--- src/rtl/syn_sram_acc_arb.sv ---
// Arbiter and pin sequencer for a 256Kx16 asynchronous SRAM shared by the
// GPU pixel gateway (byte read/write) and the VGA frame fetch (word reads).
module syn_sram_acc_arb #(
    parameter int P_SRAM_ADDR_W    = 18,
    parameter int P_GPU_ADDR_W     = 19,
    parameter int P_GPU_STARVE_MAX = 8
) (
    input  logic                     clk_ir,
    input  logic                     rst_sync_l,
    input  logic [P_GPU_ADDR_W-1:0]  gpu_addr,
    input  logic                     gpu_rd_en,
    input  logic                     gpu_wr_en,
    input  logic [7:0]               gpu_wr_data,
    output logic                     gpu_rdy,
    output logic                     gpu_rd_valid,
    output logic [7:0]               gpu_rd_data,
    input  logic [P_SRAM_ADDR_W-1:0] vga_addr,
    input  logic                     vga_rd_en,
    output logic                     vga_rdy,
    output logic                     vga_rd_valid,
    output logic [15:0]              vga_rd_data,
    output logic [P_SRAM_ADDR_W-1:0] sram_addr,
    output logic [15:0]              sram_dq_o,
    output logic                     sram_dq_oe,
    input  logic [15:0]              sram_dq_i,
    output logic                     sram_ce_n,
    output logic                     sram_oe_n,
    output logic                     sram_we_n,
    output logic                     sram_ub_n,
    output logic                     sram_lb_n
);

    typedef enum logic [1:0] {
        ST_IDLE   = 2'd0,
        ST_RD     = 2'd1,
        ST_WR     = 2'd2,
        ST_WR_REC = 2'd3
    } state_e;

    localparam int LP_STARVE_W = $clog2(P_GPU_STARVE_MAX + 1);
    localparam logic [LP_STARVE_W-1:0] LP_STARVE_MAX = LP_STARVE_W'(P_GPU_STARVE_MAX);

    // Pick the byte lane addressed by the low GPU address bit.
    function automatic logic [7:0] lane_byte(input logic [15:0] word, input logic lane);
        lane_byte = lane ? word[15:8] : word[7:0];
    endfunction

    state_e                   state_q, state_d;
    logic [LP_STARVE_W-1:0]   starve_q, starve_d;
    logic [P_SRAM_ADDR_W-1:0] addr_q, addr_d;
    logic [15:0]              dq_o_q, dq_o_d;
    logic                     dq_oe_q, dq_oe_d;
    logic                     ce_n_q, ce_n_d, oe_n_q, oe_n_d, we_n_q, we_n_d;
    logic                     ub_n_q, ub_n_d, lb_n_q, lb_n_d;
    logic                     tag_vld_q, tag_vld_d, tag_gpu_q, tag_gpu_d, tag_lane_q, tag_lane_d;
    logic                     gpu_rd_valid_q, gpu_rd_valid_d, vga_rd_valid_q, vga_rd_valid_d;
    logic [7:0]               gpu_rd_data_q, gpu_rd_data_d;
    logic [15:0]              vga_rd_data_q, vga_rd_data_d;

    logic accept_s, gpu_req_s, gpu_win_s, vga_win_s, turn_block_s;
    logic grant_gpu_s, grant_vga_s;

    // Arbitration: VGA first unless the GPU has been starved to the limit.
    always_comb begin
        accept_s  = (state_q != ST_WR);
        gpu_req_s = gpu_rd_en | gpu_wr_en;
        gpu_win_s = 1'b0;
        vga_win_s = 1'b0;
        if (!accept_s) begin
            gpu_win_s = 1'b0;
            vga_win_s = 1'b0;
        end else if (gpu_req_s && (starve_q == LP_STARVE_MAX)) begin
            gpu_win_s = 1'b1;
        end else if (vga_rd_en) begin
            vga_win_s = 1'b1;
        end else if (gpu_req_s) begin
            gpu_win_s = 1'b1;
        end else begin
            gpu_win_s = 1'b0;
            vga_win_s = 1'b0;
        end
        // A write right behind a read waits one cycle so dq is never fought over.
        turn_block_s = gpu_win_s & gpu_wr_en & (state_q == ST_RD);
        grant_gpu_s  = gpu_win_s & ~turn_block_s & rst_sync_l;
        grant_vga_s  = vga_win_s & rst_sync_l;
    end

    // Starvation counter for the GPU requester.
    always_comb begin
        starve_d = starve_q;
        if (grant_gpu_s) begin
            starve_d = {LP_STARVE_W{1'b0}};
        end else if (gpu_req_s && (starve_q != LP_STARVE_MAX)) begin
            starve_d = starve_q + LP_STARVE_W'(1);
        end else begin
            starve_d = starve_q;
        end
    end

    // Next state and registered SRAM pin values.
    always_comb begin
        state_d    = state_q;
        addr_d     = addr_q;
        dq_o_d     = dq_o_q;
        dq_oe_d    = dq_oe_q;
        ce_n_d     = ce_n_q;
        oe_n_d     = oe_n_q;
        we_n_d     = we_n_q;
        ub_n_d     = ub_n_q;
        lb_n_d     = lb_n_q;
        tag_vld_d  = 1'b0;
        tag_gpu_d  = 1'b0;
        tag_lane_d = 1'b0;
        case (state_q)
            ST_WR: begin
                state_d = ST_WR_REC;
                we_n_d  = 1'b1;
                dq_oe_d = 1'b1;
            end
            ST_IDLE, ST_RD, ST_WR_REC: begin
                if (grant_gpu_s && gpu_wr_en) begin
                    state_d = ST_WR;
                    addr_d  = gpu_addr[P_GPU_ADDR_W-1:1];
                    dq_o_d  = {gpu_wr_data, gpu_wr_data};
                    dq_oe_d = 1'b1;
                    ce_n_d  = 1'b0;
                    oe_n_d  = 1'b1;
                    we_n_d  = 1'b0;
                    ub_n_d  = ~gpu_addr[0];
                    lb_n_d  = gpu_addr[0];
                end else if (grant_gpu_s) begin
                    state_d    = ST_RD;
                    addr_d     = gpu_addr[P_GPU_ADDR_W-1:1];
                    dq_oe_d    = 1'b0;
                    ce_n_d     = 1'b0;
                    oe_n_d     = 1'b0;
                    we_n_d     = 1'b1;
                    ub_n_d     = ~gpu_addr[0];
                    lb_n_d     = gpu_addr[0];
                    tag_vld_d  = 1'b1;
                    tag_gpu_d  = 1'b1;
                    tag_lane_d = gpu_addr[0];
                end else if (grant_vga_s) begin
                    state_d   = ST_RD;
                    addr_d    = vga_addr;
                    dq_oe_d   = 1'b0;
                    ce_n_d    = 1'b0;
                    oe_n_d    = 1'b0;
                    we_n_d    = 1'b1;
                    ub_n_d    = 1'b0;
                    lb_n_d    = 1'b0;
                    tag_vld_d = 1'b1;
                end else begin
                    state_d = ST_IDLE;
                    dq_oe_d = 1'b0;
                    ce_n_d  = 1'b1;
                    oe_n_d  = 1'b1;
                    we_n_d  = 1'b1;
                    ub_n_d  = 1'b1;
                    lb_n_d  = 1'b1;
                end
            end
            default: begin
                state_d = ST_IDLE;
                dq_oe_d = 1'b0;
                ce_n_d  = 1'b1;
                oe_n_d  = 1'b1;
                we_n_d  = 1'b1;
                ub_n_d  = 1'b1;
                lb_n_d  = 1'b1;
            end
        endcase
    end

    // Read return: dq sampled one cycle after the pins were driven.
    always_comb begin
        gpu_rd_valid_d = tag_vld_q & tag_gpu_q;
        vga_rd_valid_d = tag_vld_q & ~tag_gpu_q;
        gpu_rd_data_d  = gpu_rd_data_q;
        vga_rd_data_d  = vga_rd_data_q;
        if (gpu_rd_valid_d) begin
            gpu_rd_data_d = lane_byte(sram_dq_i, tag_lane_q);
        end else begin
            gpu_rd_data_d = gpu_rd_data_q;
        end
        if (vga_rd_valid_d) begin
            vga_rd_data_d = sram_dq_i;
        end else begin
            vga_rd_data_d = vga_rd_data_q;
        end
    end

    // State, pin and return-pipeline registers.
    always_ff @(posedge clk_ir or negedge rst_sync_l) begin
        if (!rst_sync_l) begin
            state_q        <= ST_IDLE;
            starve_q       <= {LP_STARVE_W{1'b0}};
            addr_q         <= {P_SRAM_ADDR_W{1'b0}};
            dq_o_q         <= 16'h0000;
            dq_oe_q        <= 1'b0;
            ce_n_q         <= 1'b1;
            oe_n_q         <= 1'b1;
            we_n_q         <= 1'b1;
            ub_n_q         <= 1'b1;
            lb_n_q         <= 1'b1;
            tag_vld_q      <= 1'b0;
            tag_gpu_q      <= 1'b0;
            tag_lane_q     <= 1'b0;
            gpu_rd_valid_q <= 1'b0;
            vga_rd_valid_q <= 1'b0;
            gpu_rd_data_q  <= 8'h00;
            vga_rd_data_q  <= 16'h0000;
        end else begin
            state_q        <= state_d;
            starve_q       <= starve_d;
            addr_q         <= addr_d;
            dq_o_q         <= dq_o_d;
            dq_oe_q        <= dq_oe_d;
            ce_n_q         <= ce_n_d;
            oe_n_q         <= oe_n_d;
            we_n_q         <= we_n_d;
            ub_n_q         <= ub_n_d;
            lb_n_q         <= lb_n_d;
            tag_vld_q      <= tag_vld_d;
            tag_gpu_q      <= tag_gpu_d;
            tag_lane_q     <= tag_lane_d;
            gpu_rd_valid_q <= gpu_rd_valid_d;
            vga_rd_valid_q <= vga_rd_valid_d;
            gpu_rd_data_q  <= gpu_rd_data_d;
            vga_rd_data_q  <= vga_rd_data_d;
        end
    end

    assign gpu_rdy      = grant_gpu_s;
    assign vga_rdy      = grant_vga_s;
    assign gpu_rd_valid = gpu_rd_valid_q;
    assign gpu_rd_data  = gpu_rd_data_q;
    assign vga_rd_valid = vga_rd_valid_q;
    assign vga_rd_data  = vga_rd_data_q;
    assign sram_addr    = addr_q;
    assign sram_dq_o    = dq_o_q;
    assign sram_dq_oe   = dq_oe_q;
    assign sram_ce_n    = ce_n_q;
    assign sram_oe_n    = oe_n_q;
    assign sram_we_n    = we_n_q;
    assign sram_ub_n    = ub_n_q;
    assign sram_lb_n    = lb_n_q;

endmodule

--- config.mk ---
export PLATFORM = sky130hd
export DESIGN_NAME = syn_sram_acc_arb
export DESIGN_NICKNAME = d
export VERILOG_FILES = /design/src/rtl/syn_sram_acc_arb.sv
export SDC_FILE = /design/constraint.sdc
export NUM_CORES = 1
export LEC_CHECK = 0
export ABC_AREA = 1
export CORE_ASPECT_RATIO = 1.2
export CORE_MARGIN = 3
export CORE_UTILIZATION = 40
export CTS_CLUSTER_SIZE = 30
export DETAILED_ROUTE_END_ITERATION = 6
export HOLD_SLACK_MARGIN = 0.1
export PLACE_DENSITY_LB_ADDON = 0.3
export SYNTH_ARGS = -nofsm -noshare
export SYNTH_HDL_FRONTEND = slang
export SYNTH_SLANG_ARGS = --single-unit
export TNS_END_PERCENT = 1
--- constraint.sdc ---
create_clock -name clk_ir -period 3.15 [get_ports clk_ir]
set_input_delay 0.63 -clock clk_ir [delete_from_list [all_inputs] [get_ports clk_ir]]
set_output_delay 0.63 -clock clk_ir [all_outputs]
set_load 0.02 [all_outputs]
Word level (Yosys, flattened, before mapping)
Cells that the tools add are included.

word-level totals
  bits of input ports = 66
  output and inout bits = 68
  register bits after elaboration = 75

cells by class
  equality and inequality tests = 6
  muxes and demuxes = 39
  bitwise gates (word level) = 11
  $add $sub $neg = 1
  reduce and logical (&&, ||, !) cells = 9

operators with widths
  kind                                                  count
  two-way mux 18 bit                                    3
  two-way mux 1 bit                                     29
  two-way mux 4 bit                                     2
  two-way mux 8 bit                                     1
  AND 1 bit                                             7
  adder 4 x 1 -> 4 bit (second input constant)          1
  equality test 2 bit (second input constant)           2
  equality test 4 bit (second input constant)           1
  != test 4 bit (second input constant)                 1
  case mux 1 bit (2 select lines)                       2
  case mux 2 bit (2 select lines)                       1
  AND reduction 2 bit                                   2
  logical AND 1 bit                                     3
  NOT 1 bit                                             3
  nonzero test 3 bit                                    1
  OR reduction 3 bit                                    1
  equality test 2 x 1 -> 1 bit (second input constant)  1
  logical NOT 2 bit                                     1
  two-way mux 2 bit                                     1
  != test 2 bit (second input constant)                 1
  nonzero test 2 bit                                    1
  OR 1 bit                                              1

Logic depth before layout (Yosys ltp)
  word-level depth = 13
  depth in mapped cells = 11
  gate-level depth less buffers = 10

Least setup slack after synthesis
OpenSTA, ideal clock, no wires.

  kind = input to output
  start point = input gpu_wr_en
  end point = output gpu_rdy
  required time = 2.520 ns
  arrival time = 1.246 ns
  setup slack = 1.274 ns
  cell stages on the path = 6
  buffers on the path = 1
  path through = inv_1 -> nor2_1 -> nor2_4 -> nand3_2 -> buf_4 -> inv_2

between the ends
  longest elaborated chain between the ends = 10
  elaborated cells between the ends (all ways) = 11
  those cells by class = mux (4); bitwise (6); reduce/logical (1)

ends and longest elaborated chain
  item                       RTL line  RTL
  from (decl)                12        input logic gpu_wr_en,
  OR 1 bit                   66        gpu_req_s = gpu_rd_en | gpu_wr_en;
  two-way mux 1 bit          76        end else if (gpu_req_s) begin
  two-way mux 1 bit          74        end else if (vga_rd_en) begin
  two-way mux 1 bit          72        end else if (gpu_req_s && (starve_q == LP_STARVE_MAX)) begin
  two-way mux 1 bit          69        if (!accept_s) begin
  AND 1 bit (2 in series)    83        turn_block_s = gpu_win_s & gpu_wr_en & (state_q == ST_RD);
  NOT 1 bit                  84        grant_gpu_s = gpu_win_s & ~turn_block_s & rst_sync_l;
  AND 1 bit * (2 in series)  84
  to (decl)                  14        output logic gpu_rdy,

Mark *: on every way between the ends. The rest lies on a longest branch, timed or not.

Worst setup path in the final report
  start point = input gpu_wr_en
  end point = output vga_rdy

between the ends
  longest elaborated chain between the ends = 5

ends and longest elaborated chain
  item               RTL line  RTL
  OR 1 bit           66
  logical AND 1 bit  72
  two-way mux 1 bit  72
  two-way mux 1 bit  69
  AND 1 bit          85        grant_vga_s = vga_win_s & rst_sync_l;
  to (decl)          19        output logic vga_rdy,

Every way passes these cells.

==> flow_metrics.env <==
export IMPL_drc=0
export IMPL_start_util_pct=42.2
export IMPL_antennaDiodeCount=0
export IMPL_synth_fp_nets=457
export IMPL_fin_crit_sh_pct=90.3
export IMPL_place_gp_congestion=0.785
export IMPL_status="complete, no violations"
export IMPL_drt_pass1_iterations=5
export IMPL_grt_pass1_wl_mm=12.9
export IMPL_postSynthCellCount=389
export IMPL_slowest_stage="clkdlybuf4s50_1"
export IMPL_setup_viol=0
export IMPL_leakagePower_nw=2.36
export IMPL_synth_ff_type="dfrtp_1"
export IMPL_h_tree_depth=3
export IMPL_drv_cap=0
export IMPL_path_max_fanout=4
export IMPL_yosysSeqAreaShare_pct=53.1
export IMPL_finalWirelength_mm=7.84
export IMPL_clock_sinks=66
export IMPL_relSlewSlack_pct=46.4
export IMPL_grt_busiest_layer="met2"
export IMPL_grt_max_degree=67
export IMPL_clkTransAtPathRegs_ns=0.07
export IMPL_overflow=0
export IMPL_maxSlewViolCount=0
export IMPL_clk_latency_ns=0.34
export IMPL_synth_edff_count=0
export IMPL_fin_skew_ns=0.00760
export IMPL_synth_cell_area_um2=3120
export IMPL_power_mw=4.25
export IMPL_hold_class="register to register"
export IMPL_critPathCaptureType="output port"
export IMPL_yosysTopAreaCell="dfrtp_1"
export IMPL_hold_buffers=0
export IMPL_drive_above_1_share_pct=7.29
export IMPL_post_cts_repair_setup_buffers=0
export IMPL_arrival_ns=2.21
export IMPL_rsz0062_at_grt="no"
export IMPL_core_um2=7400
export IMPL_port_buffers=133
export IMPL_synth_warnings=0
export IMPL_start_kind="primary input"
export IMPL_use_met2_pct=29.8
export IMPL_num_rows=34
export IMPL_reg2reg_slack_ns=1.25
export IMPL_reg2regPathDepth=10
export IMPL_chipHeight_um=103
export IMPL_num_vias=2849
export IMPL_grt_util_met3_pct=5.36
export IMPL_ioPinCount=134
export IMPL_area_growth_pct=48.2
export IMPL_cts_resized=0
export IMPL_startpoint="gpu_wr_en"
export IMPL_async_reset_ff_share_pct=100
export IMPL_grt_pass1_vias=2769
export IMPL_crit_chain="clkdlybuf4s50_1 -> nor2_1 -> inv_1 -> nand2_1 -> nand2_1 -> inv_1 -> clkdlybuf4s50_1"
export IMPL_wl_per_cell_um=12.8
export IMPL_root_buffer="clkbuf_8"
export IMPL_die_area_um2=8900
export IMPL_powerDensity_nw_per_um2=919
export IMPL_via_per_inst=4.66
export IMPL_antenna_found_initial=0
export IMPL_die_x_um=86.6
export IMPL_antenna_left=0
export IMPL_grt_usage_pct=18.2
export IMPL_ir_worst_vdd_mv=0.519
export IMPL_synthDistinctLibCells=25
export IMPL_tightest_slew_ns=0.805
export IMPL_dp_hpwl_mm=5.86
export IMPL_period_needed_ns=2.84
export IMPL_critical_path_class="primary input to output port"
export IMPL_worstReg2RegStart="starve_q[0]$_DFFE_PN0P_"
export IMPL_yosys_top_cells_count="nand2_1, dfrtp_1, inv_1, nand3_1, nand4_1"
export IMPL_nNetsFinal=584
export IMPL_synth_area_per_cell_um2=8.03
export IMPL_synth_seq_cells=66
export IMPL_worstSetupEndpoint="vga_rdy"
export IMPL_synth_most_common_cell="nand2_1"
export IMPL_final_hold_violation_count=0
export IMPL_synth_top_area_share_pct=48.9
export IMPL_cts_tree="done"
export IMPL_grtUsageMet1_pct=22.9
export IMPL_drt_iter0_drc=121
export IMPL_max_freq_ghz=0.352
export IMPL_numCtsBuffers=9
export IMPL_worst_ep_required_time_ns=2.52
export IMPL_critPathMaxStageDelay_ns=0.61
export IMPL_synth_top_cells_by_area="dfrtp_1, nand2_1, inv_1, dfstp_2, nand4_1"
export IMPL_setup_tns_ns=0
export IMPL_clock_path_buffers=2
export IMPL_reg2reg_to="sram_addr[6]$_DFFE_PN0P_"
worst min-delay path by stage:
stage                                    start                          to  slack [ns]  cells past startpoint
finish              vga_rd_data[4]$_DFFE_PN0P_  vga_rd_data[4]$_DFFE_PN0P_        0.48                      2
global route        vga_rd_data[1]$_DFFE_PN0P_  vga_rd_data[1]$_DFFE_PN0P_        0.51                      2
CTS                 vga_rd_data[4]$_DFFE_PN0P_  vga_rd_data[4]$_DFFE_PN0P_        0.48                      2
detailed placement   sram_addr[11]$_DFFE_PN0P_   sram_addr[11]$_DFFE_PN0P_        0.46                      2
global placement    vga_rd_data[2]$_DFFE_PN0P_  vga_rd_data[2]$_DFFE_PN0P_        0.46                      2
floorplan                           rst_sync_l  gpu_rd_data[0]$_DFFE_PN0P_        0.33                      0
metrics by stage:
step                      util, %  hold WS [ns]  cells  setup slack [ns]  cell area [um^2]
after floorplan                 -         0.334    389              1.27              3120
after global placement       60.2         0.458    595             0.345              4450
after detailed placement     60.2         0.464    595             0.315              4450
after CTS                    62.5         0.482    611             0.306              4630
after global routing         62.5         0.506    611             0.178              4630
final                        62.5         0.476    611             0.305              4630
sequential cells by signal, summed over array words and instances (netlist names):
name / cells
state_q: 1
sram_we_n: 1
sram_ce_n: 1
tag_vld_q: 1
vga_rd_data: 16
starve_q: 4
sram_ub_n: 1
sram_dq_o: 8
tag_gpu_q: 1
sram_dq_oe: 1
vga_rd_valid: 1
gpu_rd_data: 8
sram_lb_n: 1
gpu_rd_valid: 1
sram_oe_n: 1
tag_lane_q: 1
sram_addr: 18
cells in the final DEF, fill, tap and decap left out, types with 7 or more instances in the layout:
| cell | n |
|---|---|
| buf_4 | 7 |
| clkbuf_8 | 10 |
| clkdlybuf4s50_1 | 132 |
| dfrtp_1 | 61 |
| inv_1 | 58 |
| nand2_1 | 152 |
| nand3_1 | 20 |
| nand4_1 | 20 |
| nor2_1 | 15 |
| o211ai_1 | 8 |
| o21ai_0 | 10 |
critical path, delay by kind of cell:
kind / cells / cell delay (ns)
buffers and inverters: 4 / 1.25
AND/OR/NAND/NOR: 3 / 0.33
kinds of logic (layout without fill, tap and decap cells):
logic type,count (synthesis),in the layout,synth area share (%)
compound gates,20,20,3.97
xor+xnor,1,1,0.281
fa+ha+maj,2,2,0.801
buf+inv,87,219,12.7
flops,66,66,53.1
simple gates,213,213,29.1
final cells by class:
cell class                      count  area, um^2
Clock buffer                       11         141
Inverter                           63         239
Fill cell                         656        2780
Sequential cell                    66        1660
Timing Repair Buffer              140        1380
Clock inverter                      5        30.0
Multi-Input combinational cell    236        1070
Tap cell                           90         113
per-layer routing:
metal  wire length [um]  vias to the layer above
met3                731                       12
met2               3670                      120
met1               3320                     1280
met4                123                        0
li1                   -                     1437
met5                  0                        -
report_power, final:
group / internal (mW) / total (mW) / switching, mW
combinational: 0.979 / 2.14 / 1.16
sequential: 1.25 / 1.49 / 0.245
clock: 0.303 / 0.617 / 0.314
total: 2.53 / 4.25 / 1.72
No activity file was read; power rests on OpenSTA's default activity.
